`config.mk`:
```
export PLATFORM = sky130hd
export DESIGN_NAME = memory_arbiter
export DESIGN_NICKNAME = d
export VERILOG_FILES = /design/src/rtl/memory_arbiter.sv
export SDC_FILE = /design/constraint.sdc
export NUM_CORES = 1
export LEC_CHECK = 0
export BUFFER_PORTS_ARGS = -buffer_cell sky130_fd_sc_hd__buf_2
export CAP_MARGIN = 30
export CORE_AREA = 2 2 165 167
export DETAILED_ROUTE_END_ITERATION = 12
export DIE_AREA = 0 0 167 169
export GPL_ROUTABILITY_DRIVEN = 1
export GPL_TIMING_DRIVEN = 0
export PLACE_DENSITY = 0.69
export RECOVER_POWER = 25
export REMOVE_ABC_BUFFERS = 1
export SETUP_SLACK_MARGIN = 0.3
export SYNTH_ARGS = -nofsm -noshare
export SYNTH_HDL_FRONTEND = slang
export SYNTH_SLANG_ARGS = --single-unit
```
`constraint.sdc`:
```
create_clock -name clock -period 1.9 [get_ports clock]
set_input_delay 0.19 -clock clock [delete_from_list [all_inputs] [get_ports clock]]
set_output_delay 0.19 -clock clock [all_outputs]
set_load 0.02 [all_outputs]
```
`src/rtl/memory_arbiter.sv`:
```
// memory_arbiter: shares one outstanding main-memory request between icache and dcache misses.
// Request word is {addr, is_store, data}; define ARB_ROUND_ROBIN_EN for round-robin ties (default: dcache wins).
module memory_arbiter #(
    parameter int MEM_LAT_W = 4,
    parameter int ADDR_W    = 32,
    parameter int LINE_W    = 32
) (
    input  logic                   clock,
    input  logic                   reset,
    input  logic                   icache_req_valid,
    input  logic [ADDR_W+LINE_W:0] icache_req_info,
    output logic                   icache_rsp_valid,
    output logic [LINE_W-1:0]      icache_rsp_data,
    input  logic                   dcache_req_valid,
    input  logic [ADDR_W+LINE_W:0] dcache_req_info,
    output logic                   dcache_rsp_valid,
    output logic [LINE_W-1:0]      dcache_rsp_data,
    output logic                   mem_req_valid,
    output logic [ADDR_W+LINE_W:0] mem_req_info,
    input  logic                   mem_rsp_valid,
    input  logic [LINE_W-1:0]      mem_rsp_data,
    output logic [MEM_LAT_W-1:0]   busy_cycles
);
    typedef enum logic [1:0] {IDLE, ISSUE, WAIT, RESP} state_t;
    state_t state_q, state_d;
    logic ipend_q, ipend_d, dpend_q, dpend_d, owner_q, owner_d;
    logic [ADDR_W+LINE_W:0] ireq_q, ireq_d, dreq_q, dreq_d, mem_req_info_q, mem_req_info_d;
    logic mem_req_valid_q, mem_req_valid_d, irsp_valid_q, irsp_valid_d, drsp_valid_q, drsp_valid_d;
    logic [LINE_W-1:0] irsp_data_q, irsp_data_d, drsp_data_q, drsp_data_d;
    logic [MEM_LAT_W-1:0] busy_q, busy_d;
    logic ikeep, dkeep, go, pick;

    always_comb begin
        // the owner's pending flag drops in its RESP cycle, so a same-cycle request is captured
        ikeep = ipend_q && !(state_q == RESP && !owner_q);
        dkeep = dpend_q && !(state_q == RESP && owner_q);
        ipend_d = ikeep || icache_req_valid;
        dpend_d = dkeep || dcache_req_valid;
        ireq_d = ikeep || !icache_req_valid ? ireq_q : icache_req_info;
        dreq_d = dkeep || !dcache_req_valid ? dreq_q : dcache_req_info;
`ifdef ARB_ROUND_ROBIN_EN
        // owner_q still names the last granted port while IDLE
        pick = ipend_q && dpend_q ? !owner_q : dpend_q;
`else
        pick = dpend_q;
`endif
        go = state_q == IDLE && (ipend_q || dpend_q);
        owner_d = go ? pick : owner_q;
        state_d = state_q == IDLE  ? (go ? ISSUE : IDLE) :
                  state_q == ISSUE ? WAIT :
                  state_q == WAIT  ? (mem_rsp_valid ? RESP : WAIT) : IDLE;
        mem_req_valid_d = go;
        mem_req_info_d = go ? (pick ? dreq_q : ireq_q) : mem_req_info_q;
        irsp_valid_d = state_q == WAIT && mem_rsp_valid && !owner_q;
        drsp_valid_d = state_q == WAIT && mem_rsp_valid && owner_q;
        irsp_data_d = irsp_valid_d ? mem_rsp_data : irsp_data_q;
        drsp_data_d = drsp_valid_d ? mem_rsp_data : drsp_data_q;
        busy_d = state_q != WAIT ? '0 : &busy_q ? busy_q : busy_q + MEM_LAT_W'(1);
    end

    always_ff @(posedge clock) begin
        if (reset) begin
            state_q         <= IDLE;
            ipend_q         <= 1'b0;
            dpend_q         <= 1'b0;
            owner_q         <= 1'b0;
            ireq_q          <= '0;
            dreq_q          <= '0;
            mem_req_valid_q <= 1'b0;
            mem_req_info_q  <= '0;
            irsp_valid_q    <= 1'b0;
            drsp_valid_q    <= 1'b0;
            irsp_data_q     <= '0;
            drsp_data_q     <= '0;
            busy_q          <= '0;
        end else begin
            state_q         <= state_d;
            ipend_q         <= ipend_d;
            dpend_q         <= dpend_d;
            owner_q         <= owner_d;
            ireq_q          <= ireq_d;
            dreq_q          <= dreq_d;
            mem_req_valid_q <= mem_req_valid_d;
            mem_req_info_q  <= mem_req_info_d;
            irsp_valid_q    <= irsp_valid_d;
            drsp_valid_q    <= drsp_valid_d;
            irsp_data_q     <= irsp_data_d;
            drsp_data_q     <= drsp_data_d;
            busy_q          <= busy_d;
        end
    end

    assign mem_req_valid    = mem_req_valid_q;
    assign mem_req_info     = mem_req_info_q;
    assign icache_rsp_valid = irsp_valid_q;
    assign icache_rsp_data  = irsp_data_q;
    assign dcache_rsp_valid = drsp_valid_q;
    assign dcache_rsp_data  = drsp_data_q;
    assign busy_cycles      = busy_q;
endmodule

```
==> results of run 1 <==
[cell families after synthesis]
group / after synthesis / share of synthesized area, %
simple gates: 480 / 21.2
flops: 271 / 46.3
mux: 196 / 16.7
compound gates: 137 / 10.2
buf+inv: 97 / 4.96
fa+ha+maj: 5 / 0.534
xor+xnor: 1 / 0.0747
[routing by layer]
metal | wire [µm] | track usage (%) | vias to the layer above
li1 | - | - | 4846
met1 | 14000 | 26.6 | 4605
met2 | 15900 | 39.6 | 312
met3 | 2160 | 4.79 | 58
met4 | 781 | 5.66 | 0
met5 | 0 | 0 | -
[layout make-up]
class	count	area, µm²	area share (%)
clock inverters	11	130	0.784
flip-flops and latches	271	5430	32.8
multi-input cells	821	5830	35.1
repair buffers	514	3920	23.6
well taps	341	427	2.57
clock buffers	41	841	5.07
inverters	2	7.51	0.0453
[worst max-delay path: cells and delay by family (launching register included)]
| family | cells | cell delay [ns] |
|---|---|---|
| muxes | 1 | 0.23 |
| adders and majority gates | 1 | 0.29 |
| buffers and inverters | 3 | 0.43 |
| and+or+nand+nor | 1 | 0.09 |
| DFF | 1 | 0.35 |
| AOI/OAI and AO/OA | 1 | 0.20 |
[repair_timing]
action / in CTS / in global routing
setup buffers: 15 / 6
gates cloned: 8 / 4
hold endpoints to repair: 197 / 0
gates resized for setup: 13 / 20
pin swaps: 3 / 4
hold buffers: 165 / 0
setup endpoints to repair: 226 / 156
[sequential cells by signal, indices dropped and copies added (netlist names), 2 cells and up]
signal,count
dreq_q,65
ireq_q,65
mem_req_info,65
dcache_rsp_data,32
icache_rsp_data,32
busy_cycles,4
state_q,2
[synth_stat cells, drive strengths merged]
cell    number  area [µm²]
a31oi        2        12.5
mux2i      196        1960
ha           5        62.6
a22oi        1        7.51
clkbuf      35         131
buf         60         443
and3         1        6.26
nand3        3        15.0
inv          2        7.51
xnor2        1        8.76
a21boi       2        22.5
nor3b        1        7.51
o21a         1        7.51
nor2        78         293
dfxtp      271        5430
a21oi       65         325
a211oi      66         821
and3b        1        8.76
nor2b        2        15.0
nand2b     262        1640
nor3         1        5.00
nand3b       1        7.51
nand2      130         488
[worst max-delay path by stage]
stage | startpoint | end | slack (ns) | depth (start not counted)
floorplan | dpend_q$_SDFF_PP0_ | mem_req_info[0]$_SDFFE_PP0P_ | -4.21 | 3
global placement | dpend_q$_SDFF_PP0_ | mem_req_info[60]$_SDFFE_PP0P_ | -6.84 | 3
detailed placement | dpend_q$_SDFF_PP0_ | mem_req_info[46]$_SDFFE_PP0P_ | -0.40 | 5
CTS | state_q[0]$_SDFF_PP0_ | mem_req_info[36]$_SDFFE_PP0P_ | 0.18 | 7
global route | state_q[1]$_SDFF_PP0_ | ireq_q[62]$_SDFFE_PP0N_ | 0.16 | 7
finish | state_q[1]$_SDFF_PP0_ | ireq_q[62]$_SDFFE_PP0N_ | 0.22 | 7
[stage by stage]
step / setup TNS (ns) / power [mW] / cells / instance area [µm²] / util [%]
final: 0 / 14.4 / 2001 / 16600 / 62.6
after global routing: 0 / 15.0 / 2001 / 16600 / 62.6
after CTS: 0 / 14.5 / 1991 / 16500 / 62.3
after detailed placement: -15.05 / 8.26 / 1751 / 13500 / 50.9
after global placement: -1218.04 / 8.33 / 1735 / 13100 / 49.4
after floorplan: -567.81 / 7.56 / 1092 / 11100 / -
[where the power goes]
part	leakage [nW]	switching, mW	internal, mW	total (mW)
clock	0.487	2.27	3.46	5.73
sequential	2.22	0.184	6.03	6.22
combinational	4.00	1.27	1.22	2.49
total	6.71	3.72	10.7	14.4
==> reports/metrics.cfg, run 1 <==
[status]
outcome=finished clean

[grt]
grt_usage_pct=22.0
grt_overflow_total=0
antenna_found_initial=0
grt_pass1_wl_mm=51.2
grt_max_degree=173
grt_pass1_vias=10015

[place]
port_buffers=302
gp_congestion=0.774
pre_cts_ws_ns=-0.399
dpl.hpwl_mm=18.4

[setup_path]
required_ns=2.36
crit_path_cell_trace=ha_1, nand2b_4, a21boi_4, buf_12, buf_16, buf_16, mux2i_4
startpoint_type=flop
worst_r2r_startpoint=state_q[1]$_SDFF_PP0_
path_common_cell=buf_16
r2r_cells=7
crit_fanout=8
max_stage_delay_ns=0.35
critPathSlowestCell=dfxtp_1
reg2reg_slack_ns=0.22
critPathKind=reg2reg
critical_path_arrival_ns=2.14
end_kind=flop
r2r-end=ireq_q[62]$_SDFFE_PP0N_

[floorplan]
floorplan.rows=60
die_h_um=169
initial_core_util_pct=44.2
coreArea_mm2=0.0265
dieArea_mm2=0.0282
die_w_um=167
ios=303

[hold_path]
min_path_type=in2reg
min_from=reset
hold-path-endpoint=icache_rsp_data[6]$_SDFFE_PP0P_
hold_depth=2

[final_layout]
antennaDiodeCount=0
mostFrequentLayoutCells=dfxtp_1, nand2b_1, buf_2
final_nets=1811
syn2layout_area_growth_pct=41.5
drive_gt1_share_pct=23.7
fillers=2177
layout_commonest_cell=dfxtp_1

[detailed_routing]
drc_errors=0
drt_iter0_markers=579
wirelength_mm=32.8
ant_nets=0
vias_per_cell=4.91
vias=9821
avgRoutedWirePerCell_um=16.4
first_pass_iters=4

[sta]
finalHoldViolCount=0
finalSetupViolations=0
tightest_slew_ns=1.22
rsz0062_at_grt=true
timing.final.crit_share_pct=88.2
fin_ws_ns=0.224
max_freq_ghz=0.597
holdWs_ns=0.117
skew_ns=0.00573
relSlewSlack_pct=18.8
final_max_slew_viol_count=0
min_period_ns=1.68

[clock_network]
clk_path_buf_depth=3
ctsHtreeMaxLevel=1
clock_latency_ns=0.54
cts_tree=yes
clkTransAtPathRegs_ns=0.06
cts_made_buffers=29
cts_sinks=271
root_buffer=clkbuf_16

[synthesis]
yosysSeqAreaShare_pct=46.3
ys_warn_count=0
synth_seq_cells=271
syn_area_mm2=0.0117
syn_inst=1187
synth.distinct_cells=27
synth_area_per_cell_um2=9.87

[job]
max_cap_violations=0

[power]
vdd_drop_max_uv=678
total_leakage_power_nw=6.71
powerDensity_mw_per_mm2=870

No activity file was read; power rests on OpenSTA's default activity.
==> run 2: changes to the inputs <==
- CORE_AREA: 2 2 165 167 -> 2 2 118 234
- DIE_AREA: 0 0 167 169 -> 0 0 120 236
- GPL_TIMING_DRIVEN: 0 -> not set
- PLACE_DENSITY: 0.69 -> 0.68
==> run 2 against run 1 <==
Compared with the run above:
- sequential share of layout area up 1.0 points
- first-iteration DRC count decreased by 12%
- largest power group unchanged
- combinational power down 8.0%
- setup slack gained 0.048 ns
- register-to-register slack gained 0.05 ns
- non-clock buffer count decreased by 14
==> reports/metrics.cfg, run 2 (synthesis results as in run 1) <==
[status]
outcome=finished clean

[detailed_routing]
drc_errors=0
first_pass_iters=6
vias=9706
ant_nets=0
wirelength_mm=32.1
vias_per_cell=4.89
avgRoutedWirePerCell_um=16.1
drt_iter0_markers=511

[sta]
fin_ws_ns=0.272
rsz0062_at_grt=true
final_max_slew_viol_count=0
min_period_ns=1.63
holdWs_ns=0.453
finalSetupTns_ns=0
timing.final.crit_share_pct=85.7
finalSetupViolations=0
finalHoldViolCount=0
skew_ns=0.0119
relSlewSlack_pct=66.2
tightest_slew_ns=0.507
max_freq_ghz=0.614

[grt]
grt_pass1_vias=9834
grt_max_degree=77
grt_usage_pct=21.0
grt_pass1_wl_mm=49.2
grt_overflow_total=0
antenna_found_initial=0

[place]
dpl.hpwl_mm=19.2
pre_cts_ws_ns=0.125
port_buffers=302
gp_congestion=0.846
placed_area_mm2=0.0135

[hold_path]
min_from=mem_rsp_data[12]
hold-path-endpoint=icache_rsp_data[12]$_SDFFE_PP0P_
hold_depth=4
min_path_type=in2reg

[clock_network]
root_buffer=clkbuf_16
clkTransAtPathRegs_ns=0.07
clock_latency_ns=0.53
cts_sinks=271
cts_made_buffers=25
clk_path_buf_depth=3
ctsHtreeMaxLevel=1
cts_tree=yes

[setup_path]
critPathKind=reg2reg
critical_path_arrival_ns=2.08
worst_r2r_startpoint=state_q[0]$_SDFF_PP0_
startpoint_type=flop
reg2reg_slack_ns=0.27
crit_path_cell_trace=ha_1, a21boi_0, nor2b_4, buf_12, mux2i_1
crit_fanout=35
required_ns=2.35
end_kind=flop
r2r_cells=5
critPathSlowestCell=dfxtp_1
max_stage_delay_ns=0.37
r2r-end=dreq_q[11]$_SDFFE_PP0N_

[floorplan]
ios=303
die_w_um=120
coreArea_mm2=0.0267
floorplan.rows=85
die_h_um=236
dieArea_mm2=0.0283
initial_core_util_pct=43.9

[power]
total_leakage_power_nw=6.43
power_mw=13.8
vdd_drop_max_uv=750
powerDensity_mw_per_mm2=860

[final_layout]
layout_commonest_cell=dfxtp_1
final_nets=1791
drive_gt1_share_pct=21.7
mostFrequentLayoutCells=dfxtp_1, nand2b_1, buf_2
fin_area_mm2=0.0161
syn2layout_area_growth_pct=37.1
antennaDiodeCount=0

[job]
max_cap_violations=0

## run 2: changes by cell type in the layout (fill, tap and decap cells not counted), moves of 4 or more
cell       previous run  this run
clkbuf_1             89        95
buf_2               217       208
buf_12                5        16
clkbuf_16            32        28
buf_16               15         1
buf_4                15        10
clkinv_2              8         4
## run 2: worst max-delay path by stage
stage | start | endpoint | slack (ns)
final | state_q[0]$_SDFF_PP0_ | dreq_q[11]$_SDFFE_PP0N_ | 0.27
after global placement | state_q[0]$_SDFF_PP0_ | mem_req_info[13]$_SDFFE_PP0P_ | 0.28
after floorplan | dpend_q$_SDFF_PP0_ | mem_req_info[0]$_SDFFE_PP0P_ | -4.21
after detailed placement | state_q[0]$_SDFF_PP0_ | mem_req_info[57]$_SDFFE_PP0P_ | 0.12
after CTS | state_q[0]$_SDFF_PP0_ | mem_req_info[57]$_SDFFE_PP0P_ | 0.30
after global routing | state_q[0]$_SDFF_PP0_ | dreq_q[64]$_SDFFE_PP0N_ | 0.22
## run 2: repair_timing
| item | 4_1_cts | 5_1_grt |
|---|---|---|
| endpoints found under the hold margin | 197 | 0 |
| setup endpoints to repair | 60 | 80 |
| gates cloned | 0 | 5 |
| hold buffers | 166 | 0 |
| setup buffers | 2 | 2 |
| pin swaps | 0 | 1 |
| gates resized for setup | 1 | 5 |
## run 2: layout make-up
type	instances	area, µm²
Clock buffer	32	702
Sequential cell	271	5430
Fill cell	2200	10600
Multi-Input combinational cell	819	5740
Timing Repair Buffer	500	3590
Tap cell	348	435
Inverter	2	7.51
Clock inverter	14	168
## run 2: power by group
group	total, mW	switching, mW	internal, mW
Sequential	6.23	0.199	6.03
Clock	5.31	2.27	3.04
Combinational	2.29	1.20	1.09
Total	13.8	3.66	10.2
## run 2: critical path: cells and delay by family, from the launching register on
kind                     cells  cell delay [ns]
AND/OR/NAND/NOR              1             0.22
AO/OA/AOI/OAI                1             0.17
multiplexers                 1             0.27
flip-flops                   1             0.37
buffers and inverters        1             0.29
adder cells (fa/ha/maj)      1             0.19
## run 2: layer usage
| metal | up-vias | track usage (%) | share of wire, % |
|---|---|---|---|
| li1 | 4798 | - | - |
| met1 | 4550 | 26.1 | 43 |
| met2 | 301 | 36.0 | 49 |
| met3 | 57 | 4.21 | 6.0 |
| met4 | 0 | 7.06 | 2.7 |
| met5 | - | 0 | 0 |
## run 2: through the flow
stage          instances  utilization [%]
4_1_cts             1979             60.1
2_1_floorplan       1092                -
3_3_place_gp        1765             50.6
3_5_place_dp        1765             50.6
5_1_grt             1986             60.2
6_report            1986             60.2
==> run 3: changes to the inputs <==
- ABC_AREA: not set -> 1
- CAP_MARGIN: 30 -> 25
- CORE_AREA: 2 2 118 234 -> 2 2 114 227
- DIE_AREA: 0 0 120 236 -> 0 0 116 229
- PLACE_DENSITY: 0.68 -> 0.69
==> run 3 against run 2 <==
Compared with the run above:
- setup slack gained 0.055 ns
- power fell by 3.2%
- clock skew up 0.0086 ns
- via count is 16% higher
- global-route usage up 3.7 points
- register-to-register slack better by 0.06 ns
- utilization up 0.47 points
- routed wire length increased by 7.4%
- area after synthesis decreased by 6.1%
- maximum frequency is 3.5% higher
- sequential share of layout area is 2.3 points higher
- critical endpoint is now dreq_q[8]$_SDFFE_PP0N_
==> reports/metrics.cfg, run 3 <==
[setup_path]
end_kind=flop
startpoint_type=flop
critical_path_arrival_ns=2.04
crit_fanout=26
r2r_cells=7
critPathSlowestCell=dfxtp_1
max_stage_delay_ns=0.33
critPathKind=reg2reg
path_common_cell=nand2_1
required_ns=2.36
crit_path_cell_trace=ha_1, nand2_1, nand2_1, nand2_4, clkbuf_16, nand2_1, a21oi_1

[final_layout]
multi_input_area_mm2=0.00447
layout_commonest_cell=nor2_1
fillers=2323
syn2layout_area_growth_pct=36.8
mostFrequentLayoutCells=nor2_1, dfxtp_1, nand2_1
seqCellArea_mm2=0.00543
final_nets=2115
drive_gt1_share_pct=14.4
post-route-util_pct=60.7
antennaDiodeCount=0

[clock_network]
cts_sinks=271
cts_made_buffers=25
clk_path_buf_depth=3
ctsHtreeMaxLevel=1
cts_tree=yes
root_buffer=clkbuf_16
clkTransAtPathRegs_ns=0.06
clock_latency_ns=0.54

[sta]
max_freq_ghz=0.636
timing.final.crit_share_pct=82.8
finalSetupViolations=0
fin_ws_ns=0.327
final_max_slew_viol_count=0
min_period_ns=1.57
rsz0062_at_grt=true
finalHoldViolCount=0
skew_ns=0.0205
finalSetupTns_ns=0
relSlewSlack_pct=58.3
tightest_slew_ns=0.626
holdWs_ns=0.0132

[detailed_routing]
wirelength_mm=34.4
avgRoutedWirePerCell_um=15.0
drt_iter0_markers=941
vias_per_cell=4.92
ant_nets=0
vias=11282
first_pass_iters=6
drc_errors=0

[synthesis]
synth.mux.area_fraction_pct=0
synthAdderAreaFrac_pct=0.568
synth_xor_area_share_pct=0
synth.distinct_cells=19
yosysTopAreaCellShare_pct=49.3
synth_top_family_by_area=simple AND/OR/NAND/NOR gates
syn_inst=1550
async_flop_share_pct=0
synth_edf_count=0
synth_commonest_cells=nor2_1, dfxtp_1, nand2_1
ys.flop_type=dfxtp_1
synth.most_common_cell=nor2_1
synth_area_per_cell_um2=7.10
yosys.area.top_type=dfxtp_1
synth_seq_cells=271
yosysSeqAreaShare_pct=49.3
ys_warn_count=0
synth_compound_area_share_pct=15.1
yosys-top-cells-area=dfxtp_1, nor2_1, o21ai_0, nand2_1, a21oi_1
yosys.area_share.simple_pct=24.8
syn_area_mm2=0.0110

[hold_path]
hold_depth=5
min_path_type=in2reg

[grt]
grt_pass1_vias=10790
grt_pass1_wl_mm=53.7
antenna_found_initial=0
grt_max_degree=132
grt_overflow_total=0
grt_usage_pct=24.7

[floorplan]
die_w_um=116
coreArea_mm2=0.0248
initial_core_util_pct=44.3
die_h_um=229
ios=303
floorplan.rows=82
dieArea_mm2=0.0266

[power]
powerDensity_mw_per_mm2=888
total_leakage_power_nw=6.81
vdd_drop_max_uv=833

[place]
port_buffers=302
dpl.hpwl_mm=19.3
gp_congestion=0.821
pre_cts_ws_ns=0.279

[job]
max_cap_violations=0

[status]
outcome=finished clean

[run 3: cell types whose count changed after synthesis, sizes merged, moves of 9 or more]
| cell | change |
|---|---|
| a21oi | +69 |
| buf | +9 |
| a211oi | -66 |
| nand2b | -262 |
| o21ai | +197 |
| nand2 | +80 |
| inv | +142 |
| clkbuf | +15 |
| mux2i | -196 |
| nand3 | +128 |
| nor2 | +257 |
[run 3: timing repair]
action                                  in CTS  in global routing
pin swaps                                    0                  1
setup buffers                                0                  1
gates resized for setup                      1                 12
endpoints found under the hold margin      187                  0
gates cloned                                 0                  2
endpoints found under the setup margin      42                 96
hold buffers                               155                  0
[run 3: critical path: cells and delay by family, from the launching register on]
family                     cells  cell delay [ns]
and+or+nand+nor                4             0.57
DFF                            1             0.33
adders and majority gates      1             0.21
AOI/OAI and AO/OA              1             0.15
buffers and inverters          1             0.24
[run 3: path summary, 6_finish.rpt]
check,start,slack [ns],end
worst max-delay path,state_q[0]$_SDFF_PP0_,0.33,dreq_q[8]$_SDFFE_PP0N_
worst min-delay path,icache_req_info[55],0.01,ireq_q[55]$_SDFFE_PP0N_
worst max register to register,state_q[0]$_SDFF_PP0_,0.33,dreq_q[8]$_SDFFE_PP0N_
worst min register to register,dreq_q[39]$_SDFFE_PP0N_,0.46,dreq_q[39]$_SDFFE_PP0N_
[run 3: through the flow]
step           instance area [µm²]  std cells  power, mW
6_report                     15100       2295       13.4
5_1_grt                      15100       2295       14.0
4_1_cts                      15100       2292       13.4
3_5_place_dp                 12800       2094       8.32
3_3_place_gp                 12800       2094       8.30
2_1_floorplan                10400       1431       7.44
[run 3: cell type report]
cell class	instances	share of cell area, %
well taps	336	2.79
clock inverters	6	0.241
flip-flops and latches	271	36.0
repair buffers	485	22.6
clock buffers	37	4.98
inverters	144	3.60
multi-input cells	1016	29.7
[run 3: logic make-up (layout without fill, tap and decap cells)]
group | Yosys count | count (layout)
DFF | 271 | 271
adders and majority gates | 5 | 5
and+or+nand+nor | 679 | 679
AOI/OAI and AO/OA | 332 | 332
buffers and inverters | 263 | 672
[run 3: metal layers]
layer	vias up	global-route usage (%)	share of wire, %
li1	5689	-	-
met1	5073	32.0	43
met2	448	41.4	47
met3	72	3.44	6.6
met5	-	0	0
met4	0	8.89	3.0
[run 3: power breakdown]
group          switching, mW  internal (mW)
clock network           2.16           2.73
logic                   1.34          0.898
registers              0.202           6.06
total                   3.70           9.68
